`src/rtl/keypad_pkg.sv`:
```
// ----------------------------------------------------------------------------
// keypad_pkg
//   Shared definitions for the keypad / two-digit display slice:
//     - disp_state_t : display multiplex FSM states
//     - KEY_MAP      : 4x4 keypad map, indexed [row][col]
//     - is_onehot4   : exactly-one-bit-set test for a 4-bit line vector
//     - onehot4_idx  : bit position of a one-hot 4-bit vector
// ----------------------------------------------------------------------------
package keypad_pkg;

    typedef enum logic [1:0] {
        SHOW0  = 2'd0,
        BLANK0 = 2'd1,
        SHOW1  = 2'd2,
        BLANK1 = 2'd3
    } disp_state_t;

    // Physical keypad layout, row 0 at the top, column 0 at the left.
    localparam logic [3:0] KEY_MAP [4][4] = '{
        '{4'h1, 4'h2, 4'h3, 4'hA},
        '{4'h4, 4'h5, 4'h6, 4'hB},
        '{4'h7, 4'h8, 4'h9, 4'hC},
        '{4'hE, 4'h0, 4'hF, 4'hD}
    };

    // Clearing the lowest set bit leaves zero only for a single-bit value.
    function automatic logic is_onehot4(input logic [3:0] v);
        return (v != 4'd0) && ((v & (v - 4'd1)) == 4'd0);
    endfunction

    // Only meaningful for one-hot input; otherwise returns the highest set bit.
    function automatic logic [1:0] onehot4_idx(input logic [3:0] v);
        logic [1:0] idx;
        idx = 2'd0;
        for (int unsigned i = 0; i < 4; i++) begin
            if (v[i]) begin
                idx = i[1:0];
            end
        end
        return idx;
    endfunction

endpackage

```
`src/rtl/keypad_decode.sv`:
```
// ----------------------------------------------------------------------------
// keypad_decode
//   Purely combinational translation of a scanned row/column pair into the
//   hex code of the key at that position.
//
//   Ports:
//     rows  [3:0] in  : one-hot row being driven, bit i = row i
//     col   [3:0] in  : sensed column lines, bit j = column j
//     code  [3:0] out : hex code from KEY_MAP (only meaningful when valid)
//     valid       out : rows and col are each exactly one-hot
// ----------------------------------------------------------------------------
module keypad_decode
    import keypad_pkg::*;
(
    input  logic [3:0] rows,
    input  logic [3:0] col,
    output logic [3:0] code,
    output logic       valid
);

    logic [1:0] row_idx;
    logic [1:0] col_idx;

    always_comb begin
        row_idx = onehot4_idx(rows);
        col_idx = onehot4_idx(col);
        valid   = is_onehot4(rows) && is_onehot4(col);
        code    = KEY_MAP[row_idx][col_idx];
    end

endmodule

```
`src/rtl/keypad_display_ctrl.sv`:
```
// ----------------------------------------------------------------------------
// keypad_display_ctrl
//   Accepts debounced key strobes from a keypad scanner, keeps the two most
//   recent keys, and time-multiplexes them onto a two-digit display with an
//   all-off dead time between digit slots.
//
//   Parameters:
//     MUX_CYC   : clock cycles per digit-on slot (>= 2)
//     BLANK_CYC : clock cycles of all-off dead time between slots (>= 1)
//
//   Ports:
//     clk            in  : clock, rising edge
//     reset          in  : asynchronous, active-low reset
//     num_new        in  : single-cycle strobe, new debounced press
//     rows     [3:0] in  : one-hot scanner row
//     col      [3:0] in  : sensed column lines
//     disp_hex [3:0] out : hex code of the digit currently shown
//     anode_n  [1:0] out : active-low digit enables, bit0 = newest, bit1 = older
//     key_valid      out : one-cycle pulse, strobe accepted
//     key_err        out : one-cycle pulse, strobe rejected
// ----------------------------------------------------------------------------
module keypad_display_ctrl
    import keypad_pkg::*;
#(
    parameter int unsigned MUX_CYC   = 10000,
    parameter int unsigned BLANK_CYC = 100
) (
    input  logic       clk,
    input  logic       reset,
    input  logic       num_new,
    input  logic [3:0] rows,
    input  logic [3:0] col,
    output logic [3:0] disp_hex,
    output logic [1:0] anode_n,
    output logic       key_valid,
    output logic       key_err
);

    localparam int unsigned MAX_CYC    = (MUX_CYC > BLANK_CYC) ? MUX_CYC : BLANK_CYC;
    localparam int unsigned CW         = $clog2(MAX_CYC + 1);
    localparam logic [CW-1:0] MUX_LOAD   = CW'(MUX_CYC - 1);
    localparam logic [CW-1:0] BLANK_LOAD = CW'(BLANK_CYC - 1);

    // ------------------------------------------------------------------
    // Key capture: two-deep digit shift register
    // ------------------------------------------------------------------
    logic [3:0] dec_code;
    logic       dec_valid;

    logic [3:0] dig_new_q, dig_new_d;
    logic [3:0] dig_old_q, dig_old_d;
    logic       key_valid_q, key_valid_d;
    logic       key_err_q, key_err_d;

    keypad_decode u_decode (
        .rows  (rows),
        .col   (col),
        .code  (dec_code),
        .valid (dec_valid)
    );

    always_comb begin
        dig_new_d   = dig_new_q;
        dig_old_d   = dig_old_q;
        key_valid_d = 1'b0;
        key_err_d   = 1'b0;
        if (num_new) begin
            if (dec_valid) begin
                dig_old_d   = dig_new_q;
                dig_new_d   = dec_code;
                key_valid_d = 1'b1;
            end else begin
                key_err_d   = 1'b1;
            end
        end
    end

    always_ff @(posedge clk or negedge reset) begin
        if (!reset) begin
            dig_new_q   <= '0;
            dig_old_q   <= '0;
            key_valid_q <= 1'b0;
            key_err_q   <= 1'b0;
        end else begin
            dig_new_q   <= dig_new_d;
            dig_old_q   <= dig_old_d;
            key_valid_q <= key_valid_d;
            key_err_q   <= key_err_d;
        end
    end

    // ------------------------------------------------------------------
    // Display multiplex FSM: state register
    // ------------------------------------------------------------------
    disp_state_t   state_q, state_d;
    logic [CW-1:0] cnt_q, cnt_d;

    // Reset parks the FSM in BLANK1 so the first digit slot follows a full
    // dead-time period after release.
    always_ff @(posedge clk or negedge reset) begin
        if (!reset) begin
            state_q <= BLANK1;
            cnt_q   <= BLANK_LOAD;
        end else begin
            state_q <= state_d;
            cnt_q   <= cnt_d;
        end
    end

    // ------------------------------------------------------------------
    // Display multiplex FSM: next state
    //   The counter is loaded with (slot length - 1) on entry, so a state
    //   lasts exactly its slot length including the terminal zero cycle.
    // ------------------------------------------------------------------
    always_comb begin
        state_d = state_q;
        cnt_d   = cnt_q - 1'b1;
        if (cnt_q == '0) begin
            unique case (state_q)
                SHOW0: begin
                    state_d = BLANK0;
                    cnt_d   = BLANK_LOAD;
                end
                BLANK0: begin
                    state_d = SHOW1;
                    cnt_d   = MUX_LOAD;
                end
                SHOW1: begin
                    state_d = BLANK1;
                    cnt_d   = BLANK_LOAD;
                end
                BLANK1: begin
                    state_d = SHOW0;
                    cnt_d   = MUX_LOAD;
                end
                default: begin
                    state_d = BLANK1;
                    cnt_d   = BLANK_LOAD;
                end
            endcase
        end
    end

    // ------------------------------------------------------------------
    // Display multiplex FSM: outputs
    //   Outputs are computed from the upcoming state so the registered
    //   anode/digit change on the same edge as the state. The digit is
    //   latched only on SHOW entry, from the digit registers' current
    //   (pre-update) contents, so a key accepted on that same edge waits
    //   for the next slot.
    // ------------------------------------------------------------------
    logic [3:0] disp_hex_q, disp_hex_d;
    logic [1:0] anode_n_q, anode_n_d;

    always_comb begin
        anode_n_d  = 2'b11;
        disp_hex_d = disp_hex_q;
        unique case (state_d)
            SHOW0: begin
                anode_n_d = 2'b10;
                if (state_q != SHOW0) begin
                    disp_hex_d = dig_new_q;
                end
            end
            SHOW1: begin
                anode_n_d = 2'b01;
                if (state_q != SHOW1) begin
                    disp_hex_d = dig_old_q;
                end
            end
            default: begin
                anode_n_d = 2'b11;
            end
        endcase
    end

    always_ff @(posedge clk or negedge reset) begin
        if (!reset) begin
            disp_hex_q <= '0;
            anode_n_q  <= 2'b11;
        end else begin
            disp_hex_q <= disp_hex_d;
            anode_n_q  <= anode_n_d;
        end
    end

    assign disp_hex  = disp_hex_q;
    assign anode_n   = anode_n_q;
    assign key_valid = key_valid_q;
    assign key_err   = key_err_q;

endmodule

```
`config.mk`:
```
export PLATFORM = sky130hd
export DESIGN_NAME = keypad_display_ctrl
export DESIGN_NICKNAME = d
export VERILOG_FILES = /design/src/rtl/keypad_pkg.sv /design/src/rtl/keypad_decode.sv /design/src/rtl/keypad_display_ctrl.sv
export SDC_FILE = /design/constraint.sdc
export NUM_CORES = 1
export LEC_CHECK = 0
export ABC_AREA = 0
export CELL_PAD_IN_SITES_DETAIL_PLACEMENT = 0
export CELL_PAD_IN_SITES_GLOBAL_PLACEMENT = 1
export CORE_MARGIN = 2
export CORE_UTILIZATION = 44
export CTS_CLUSTER_SIZE = 24
export DETAILED_ROUTE_END_ITERATION = 7
export PLACE_DENSITY = 0.85
export SLEW_MARGIN = 40
export SYNTH_ARGS = -nofsm -noshare
export SYNTH_HDL_FRONTEND = slang
export SYNTH_SLANG_ARGS = --single-unit
export TNS_END_PERCENT = 50
```
`constraint.sdc`:
```
create_clock -name clk -period 2.8 [get_ports clk]
set_input_delay 0.56 -clock clk [delete_from_list [all_inputs] [get_ports clk]]
set_output_delay 0.56 -clock clk [all_outputs]
set_load 0.02 [all_outputs]
```
# Word-level counts from Yosys, hierarchy flattened
# Index checks and enable logic that the tools add are counted.
# W data, S select, Z words.
[totals]
ff_bits = 32
word_cells = 64
inputBits = 11
output_inout_bits = 8
[classes]
reduce_logical = 16
n_addsub = 3
n_mux = 24
magnitude_cmp = 2
n_eq_ne = 7
bitwise = 4
[ops]
columns = ["operator", "count"]
rows = [
  ["$bmux W16 S2", 1],
  ["$mux W16", 2],
  ["$pmux W14 S2", 1],
  ["$mux W4", 4],
  ["$logic_not A14 Y1", 1],
  ["$mux W14", 1],
  ["$sub A14 B1 Y14 const B", 1],
  ["$mux W2", 5],
  ["$and A4 B4 Y4", 2],
  ["$bmux W4 S2", 1],
  ["$logic_not A4 Y1", 2],
  ["$pmux W2 S4", 1],
  ["$pmux W4 S2", 1],
  ["$reduce_bool A4 Y1", 2],
  ["$sub A4 B1 Y4 const B", 2],
  ["$eq A2 B2 Y1 const B", 3],
  ["$ge A3 B3 Y1 const B", 2],
  ["$mux W1", 6],
  ["$ne A2 B2 Y1 const B", 3],
  ["$not A2 Y3", 2],
  ["$logic_not A2 Y1", 2],
  ["$pmux W2 S2", 1],
  ["$reduce_bool A2 Y1", 2],
  ["$reduce_or A2 Y1", 2],
  ["4 further kinds", 6],
]

# Logic depth before layout (Yosys ltp)
# Gate-level depths: netlist (run 1).
[depth]
depth_word = 10
ltp_mapped = 8
depth_no_buf = 7

# Hierarchy
# Synthesis (run 1) repeated with hierarchy kept, for this count alone.
[unflattened]
hier_cells = 173
area_unflattened_um2 = 1883.1
[modules_own_cells]
columns = ["mod", "seq_area_each_um2", "area_per_inst_um2", "instances", "cells_each"]
rows = [
  ["keypad_display_ctrl", 810.8, 1651.6, 1, 138],
  ["keypad_decode", 0.0, 231.5, 1, 35],
]

# Worst setup path after synthesis (run 1)
# OpenSTA, ideal clock, no wires.
[synth_timing]
path_kind = "register to register"
start = "register cnt_q[4]"
end = "register disp_hex_q[0] (netlist: disp_hex[0])"
required_ns = 2.672
path_slack_ns = 0.604
setup_time_ns = 0.128
path_buffers = 2
synth_period_minus_slack_ns = 2.196
stages_incl_launch_ff = 8
arrival_time_ns = 2.069
cell_sequence = "dfrtp_1 or4_1 buf_2 nor3_4 and3_1 buf_6 mux2i_2 mux2_1"
[synth_via]
elab_chain_cells = 5
elab_cells_between_ends = 9
classes_between = "eq/ne (3); mux (2); reduce/logical (4)"
[synth_rtl]
columns = ["element", "line_no", "rtl"]
rows = [
  ["start, declared", "keypad_display_ctrl.sv:96", "logic [CW-1:0] cnt_q, cnt_d;"],
  ["start signal, assigned", "keypad_display_ctrl.sv:106", "cnt_q <= cnt_d;"],
  ["$logic_not A14 Y1 (*)", "keypad_display_ctrl.sv:118", "if (cnt_q == '0) begin"],
  ["$mux W2 (*)", "keypad_display_ctrl.sv:118", ""],
  ["$eq A2 B2 Y1 / $logic_not A2 Y1 (equally long branches)", "keypad_display_ctrl.sv:158", "unique case (state_d)"],
  ["$ne A2 B2 Y1 (no source line) / $reduce_bool A2 Y1 (equally long branches)", "--", ""],
  ["$reduce_and A3 Y1 (no source line)", "--", ""],
  ["end signal, assigned", "keypad_display_ctrl.sv:182", "disp_hex_q <= disp_hex_d;"],
  ["end, declared", "keypad_display_ctrl.sv:152", "logic [3:0] disp_hex_q, disp_hex_d;"],
]
# Mark *: on every way between the ends. The rest lies on a longest branch, timed or not.
# A chain may end at the register's enable or synchronous reset.

# Final worst setup path (run 1)
[layout_timing]
start = "input rows[3]"
end = "register dig_new_q[0]"
[layout_via]
elab_chain_cells = 8
elab_cells_between_ends = 15
classes_between = "add/sub (1); mux (7); bitwise (2); reduce/logical (5)"
[layout_rtl]
columns = ["element", "line_no", "rtl"]
rows = [
  ["start, declared", "keypad_display_ctrl.sv:31", "input logic [3:0] rows,"],
  ["$mux W2", "keypad_pkg.sv:36", "if (v[i]) begin"],
  ["$not A2 Y3 (not written as such)", "keypad_decode.sv:28", "code = KEY_MAP[row_idx][col_idx];"],
  ["$bmux W16 S2", "keypad_decode.sv:28", ""],
  ["$mux W16 (not written as such) (2 in a row)", "keypad_decode.sv:28", ""],
  ["$bmux W4 S2", "keypad_decode.sv:28", ""],
  ["$mux W4 (not written as such) (2 in a row)", "keypad_decode.sv:28", ""],
  ["end signal, assigned", "keypad_display_ctrl.sv:85", "dig_new_q <= dig_new_d;"],
  ["end, declared", "keypad_display_ctrl.sv:50", "logic [3:0] dig_new_q, dig_new_d;"],
]
# Parallel ways exist; a longest one is shown, timed or not. The select of a mux whose other input is x is not followed.

==> metrics.md, run 1 <==
| Metric | Value |
|---|---|
| Status | `finished, final reports clean` |
| Place WS | `32.79 ps` |
| Yosys cell types | `45` |
| Peak Freq | `0.4039 GHz` |
| Post-synth top flop | `dfrtp_1` |
| FF+latch count, synth | `32` |
| Crit path max fanout | `9` |
| Row cnt | `23` |
| Period minus WS final | `2476 ps` |
| Combinational Power Share | `0.138` |
| Largest net degree at the start of global routing | `33` |
| Clk buf depth | `2` |
| Clock Root Buffer | `clkbuf_8` |
| Post-DP Area | `2024 um2` |
| WS Path Type | `input pin to flop` |
| Die width | `67.95 um` |
| Post-Synthesis Cell Area | `1799 um2` |
| Commonest non-fill, non-tap cell in the layout | `dfrtp_1` |
| Seq/Total Area, Yosys | `0.4506` |
| Synthesized instance count | `167` |
| Vias per Instance | `5.353` |
| Drt total wl | `3.325 mm` |
| Max_slew headroom | `0.5312` |
| TNS Setup | `0 ps` |
| Asr flop ratio synth | `1.000` |
| Gr usage total | `0.1694` |
| CP Launch Type | `input pin` |
| Vias in the first global route | `1308` |
| Final setup skew | `7.327 ps` |
| Drt wl/cell | `13.97 um` |
| Synth area leaders | `dfrtp_1, dfstp_2, mux2i_1` |
| Initial antenna violation count | `0` |
| Initial Utilization | `0.4531` |
| Routed Antenna Nets | `0` |
| Final standard cell area without fillers | `2115 um2` |
| Final-report max-slew violation count | `0` |
| CORE AREA | `3971 um2` |
| Final worst-path setup slack | `323.9 ps` |
| CTS tree | `built` |
| Clock slew at reported path FFs | `70 ps` |
| Peak VDD IR | `394.2 uV` |
| Final period util | `0.8843` |
| Syn Area/Cell | `10.77 um2` |
| Measured slew at the worst slew-check pin | `696.8 ps` |
| Vias | `1274` |
| Hold slack final | `469.5 ps` |
| First-pass DRT Iterations | `4` |
| Antenna cells | `0` |
| DRT iter0 DRCs | `61` |
| Net Switching | `0.0002633 W` |
| Post-DP HPWL | `2.390 mm` |
| Critical Path AT | `2640 ps` |
| Sequential power share | `0.523` |
| Fillcell total | `358` |
| Switching share of total power | `0.2486` |
| Worst-Skew Late Latency | `280 ps` |
| Post-synth EDFFs | `0` |
| CTS Hold Bufs | `0` |
| Worst endpoint required time | `2960 ps` |
| Clock power share | `0.339` |
| Number of failing hold endpoints at the final stage | `0` |
| Number of warning messages in the yosys log | `0` |
| Layout cells sized above 1 | `0.1489` |
| Nets | `205` |
| Final setup vio count | `0` |
| Postcts setup bufs | `0` |
| DRC viols | `0` |
| Overflow after GRT | `0` |
| DIE AREA | `4617 um2` |
| Final Wtd Congestion | `0.8118` |
| Mapped Nets | `185` |
| Total leakage power | `0.9580 nW` |
| Sink Count | `32` |
| Commonest non-fill, non-tap cells in the layout | `dfrtp_1, clkdlybuf4s50_1, mux2i_1` |
| Layout area overhead | `17.52%` |
| Post-synth top area share | `0.3338` |
| Yosys top cell by area | `dfrtp_1` |
| Die height | `67.95 um` |
| Max H-tree Level | `2` |
| Crit end category | `flop` |
| TritonCTS Buffers | `5` |
| Post_cts resized | `0` |
| Hold WC Path Type | `flop to flop` |
| First-pass GRT wire length | `5.816 mm` |
| Port Buffers | `18` |
| R2R setup slack | `440 ps` |
| Power per standard cell area | `500.8 nW/um2` |
| Internal Pwr Total | `0.0007958 W` |
| RSZ-0062 raised after global routing | `false` |
| Max-cap violations | `0` |
| # IOs | `19` |
==> stage by stage <==
| stage | util | cells | power, W |
|---|---|---|---|
| 4_1_cts | 0.5325 | 238 | 0.001074 |
| 3_3_place_gp | 0.5098 | 230 | 0.0006950 |
| 3_5_place_dp | 0.5098 | 230 | 0.0007093 |
| 2_1_floorplan | - | 167 | 0.0006477 |
| 5_1_grt | 0.5325 | 238 | 0.001114 |
| 6_report | 0.5325 | 238 | 0.001059 |
==> area by class of cell <==
type	instances	area (um2)	share of cell area
Sequential cell	32	810.8	0.3834
Multi-Input combinational cell	119	918.4	0.4343
Inverter	8	30.03	0.01420
Tap cell	50	62.56	0.02959
Timing Repair Buffer	21	202.7	0.09586
Clock buffer	8	90.09	0.04260
==> synth_stat cells, types with 3 or more instances <==
master    count
inv_1         8
clkbuf_1      4
ha_1          7
a21oi_1       5
xnor2_1       8
dfrtp_1      24
mux2i_1      14
mux2_1        4
nor3_1        7
a211oi_1      4
nor2b_1       3
nor2_1       13
nand2_1       5
o21ai_0       5
dfstp_2       8
nor4_1        4
mux2_2        8
==> cell families after synthesis <==
family	count (synthesis)	synth area share
buffers and inverters	16	0.03894
multiplexers	27	0.1606
flip-flops	32	0.4506
XOR/XNOR	10	0.04868
AND/OR/NAND/NOR	49	0.1537
AO/OA/AOI/OAI	26	0.09875
adder cells (fa/ha/maj)	7	0.04868
==> sequential cells by signal, summed over array words and instances (netlist names) <==
register,count
dig_old_q,4
anode_n,2
key_err,1
state_q,2
disp_hex,4
key_valid,1
dig_new_q,4
cnt_q,14
==> routing by layer <==
metal / routed length [um] / global-route usage / up-vias
met3: 98 / 0.04276 / 5
li1: - / - / 638
met5: 0 / 0 / -
met4: 36 / 0.06000 / 0
met1: 1514 / 0.2061 / 615
met2: 1675 / 0.2900 / 16
==> critical path, stage by stage <==
cell and delay [ps]:
clkdlybuf4s50_1 620, inv_1 140, nor4_1 360, o32a_1 240, and2_1 340, mux2_2 380
==> power groups by stage <==
| stage | Sequential, W | Combinational (W) | Clock (W) |
|---|---|---|---|
| 6_report | 0.000554 | 0.000146 | 0.000359 |
| 5_1_grt | 0.000561 | 0.000161 | 0.000392 |
| 4_1_cts | 0.000555 | 0.000149 | 0.000370 |
| 3_5_place_dp | 0.000562 | 0.000148 | 0 |
| 3_3_place_gp | 0.000557 | 0.000138 | 0 |
| 2_1_floorplan | 0.000547 | 0.000101 | 0 |
==> worst paths after layout <==
| check | to | start | depth (start not counted) |
|---|---|---|---|
| worst max-delay path | dig_new_q[0] | rows[3] | 6 |
| worst min-delay path | cnt_q[0] | cnt_q[0] | 1 |
| worst max register to register | disp_hex[2] | cnt_q[4] | 5 |
| worst min register to register | cnt_q[0] | cnt_q[0] | 1 |
| max in group asynchronous | state_q[0] | reset | 2 |
| min in group asynchronous | cnt_q[11] | reset | 2 |
No activity file was read; power rests on OpenSTA's default activity.
==> run 2: changes to the inputs <==
--- a/config.mk
+++ b/config.mk
@@ -10,6 +10,7 @@
 export CELL_PAD_IN_SITES_GLOBAL_PLACEMENT = 1
 export CORE_MARGIN = 2
 export CORE_UTILIZATION = 44
+export CTS_BUF_LIST = sky130_fd_sc_hd__clkbuf_4 sky130_fd_sc_hd__clkbuf_8 sky130_fd_sc_hd__clkbuf_16
 export CTS_CLUSTER_SIZE = 24
 export DETAILED_ROUTE_END_ITERATION = 7
 export PLACE_DENSITY = 0.85
==> metrics.md, run 2 (same netlist as run 1, synthesis figures left out) <==
| Metric | Value |
|---|---|
| Overflow after GRT | `0 (unchanged)` |
| Final period util | `0.8844 (about the same)` |
| Final-report max-slew violation count | `0 (unchanged)` |
| Die height | `67.95 um (unchanged)` |
| RSZ-0062 raised after global routing | `false` |
| Period minus WS final | `2476 ps (+0.3310 ps)` |
| Hold WC Path Type | `flop to flop` |
| Port Buffers | `18 (unchanged)` |
| Post_cts resized | `0 (unchanged)` |
| Worst endpoint required time | `2960 ps (about the same)` |
| Vias | `1271 (-0.24%)` |
| Clk buf depth | `2 (unchanged)` |
| Number of failing hold endpoints at the final stage | `0 (unchanged)` |
| First-pass GRT wire length | `5.775 mm (-0.70%)` |
| # IOs | `19 (unchanged)` |
| Commonest non-fill, non-tap cells in the layout | `dfrtp_1, clkdlybuf4s50_1, mux2i_1` |
| Max-cap violations | `0 (unchanged)` |
| Placed insts | `230 (unchanged)` |
| Post-DP HPWL | `2.390 mm (unchanged)` |
| DRC viols | `0 (unchanged)` |
| Worst-Skew Late Latency | `280 ps (about the same)` |
| R2R setup slack | `440 ps (about the same)` |
| DRT iter0 DRCs | `61 (unchanged)` |
| Die width | `67.95 um (unchanged)` |
| Gr usage total | `0.1680 (-0.001397)` |
| TritonCTS Buffers | `5 (unchanged)` |
| Layout cells sized above 1 | `0.1596 (+0.01064)` |
| Final setup vio count | `0 (unchanged)` |
| WS Path Type | `input pin to flop` |
| Postcts setup bufs | `0 (unchanged)` |
| Final setup skew | `5.236 ps (-2.091 ps)` |
| CP Launch Type | `input pin` |
| Crit end category | `flop` |
| Post-Layout Cell Count | `238 (unchanged)` |
| Critical Path AT | `2640 ps (about the same)` |
| Peak Freq | `0.4038 GHz (about the same)` |
| Clock slew at reported path FFs | `60 ps (about the same)` |
| Initial antenna violation count | `0 (unchanged)` |
| Row cnt | `23 (unchanged)` |
| CTS tree | `built` |
| DIE AREA | `4617 um2 (unchanged)` |
| Drt wl/cell | `13.94 um (-0.21%)` |
| Power per standard cell area | `506.8 nW/um2 (+1.2%)` |
| Total leakage power | `0.9649 nW (+0.71%)` |
| First-pass DRT Iterations | `4 (unchanged)` |
| Nets | `205 (unchanged)` |
| Drt total wl | `3.318 mm (-0.21%)` |
| Layout area overhead | `17.94%` |
| Fillcell total | `358 (unchanged)` |
| Largest net degree at the start of global routing | `33 (unchanged)` |
| Measured slew at the worst slew-check pin | `689.8 ps (-7.009 ps)` |
| Antenna cells | `0 (unchanged)` |
| Final worst-path setup slack | `323.6 ps (-0.3310 ps)` |
| CTS Hold Bufs | `0 (unchanged)` |
| Max_slew headroom | `0.5359 (+0.004715)` |
| CORE AREA | `3971 um2 (unchanged)` |
| Routed Antenna Nets | `0 (unchanged)` |
| TNS Setup | `0 ps (unchanged)` |
| Most flops, register | `cnt_q` |
| Vias per Instance | `5.340 (-0.24%)` |
| Seq. cell area | `810.8 um2 (unchanged)` |
| Commonest non-fill, non-tap cell in the layout | `dfrtp_1` |
| Max reg flops | `14 (unchanged)` |
| Final cell utilization of the core | `0.5343 (+0.001891)` |
| Initial Utilization | `0.4531 (unchanged)` |
| Multi-input gate area in the final layout | `918.4 um2 (unchanged)` |
| Place WS | `32.79 ps (unchanged)` |
| Vias in the first global route | `1303 (-0.38%)` |
| Sink Count | `32 (unchanged)` |
| Crit path max fanout | `9 (unchanged)` |
| Clock Root Buffer | `clkbuf_8` |
| Final Wtd Congestion | `0.8118 (unchanged)` |
| Peak VDD IR | `400.7 uV (+1.7%)` |
| Max H-tree Level | `2 (unchanged)` |
| Status | `finished, final reports clean` |
[run 2: path summary, 6_finish.rpt]
| path | from | endpoint | depth (start not counted) |
|---|---|---|---|
| min in group asynchronous | reset | cnt_q[10] | 2 |
| worst min register to register | cnt_q[0] | cnt_q[0] | 1 |
| worst max-delay path | rows[3] | dig_new_q[0] | 6 |
| worst min-delay path | cnt_q[0] | cnt_q[0] | 1 |
| worst max register to register | cnt_q[4] | disp_hex[2] | 5 |
| max in group asynchronous | reset | state_q[0] | 2 |
[run 2: metrics by stage]
stage / cell area (um2) / hold WS (ps) / total power, W
2_1_floorplan: 1799 / 264.4 / 0.0006477
3_3_place_gp: 2024 / 444.9 / 0.0006950
3_5_place_dp: 2024 / 458.8 / 0.0007093
4_1_cts: 2122 / 474.9 / 0.001093
5_1_grt: 2122 / 495.1 / 0.001133
6_report: 2122 / 468.7 / 0.001075
[run 2: cell type report]
cell class / instances / share of cell area
Multi-Input combinational cell: 119 / 0.4328
Sequential cell: 32 / 0.3821
Timing Repair Buffer: 21 / 0.09552
Clock buffer: 8 / 0.04599
Tap cell: 50 / 0.02948
Inverter: 8 / 0.01415
[run 2: per-layer routing]
layer,up-vias,global-route usage,routed length [um]
met5,-,0,0
met3,5,0.04276,96
met1,614,0.2029,1499
met2,14,0.2888,1686
li1,638,-,-
met4,0,0.06000,37
[run 2: report_power, final]
part,leakage (nW),total [W],internal [W],switching [W]
Clock,0.0523,0.000375,0.000219,0.000156
Sequential,0.400,0.000555,0.000510,0.0000443
Combinational,0.513,0.000146,0.0000855,0.0000604
[run 2: worst max-delay path: stages]
cell and delay (ps):
clkdlybuf4s50_1 620, inv_1 140, nor4_1 350, o32a_1 240, and2_1 350, mux2_2 380
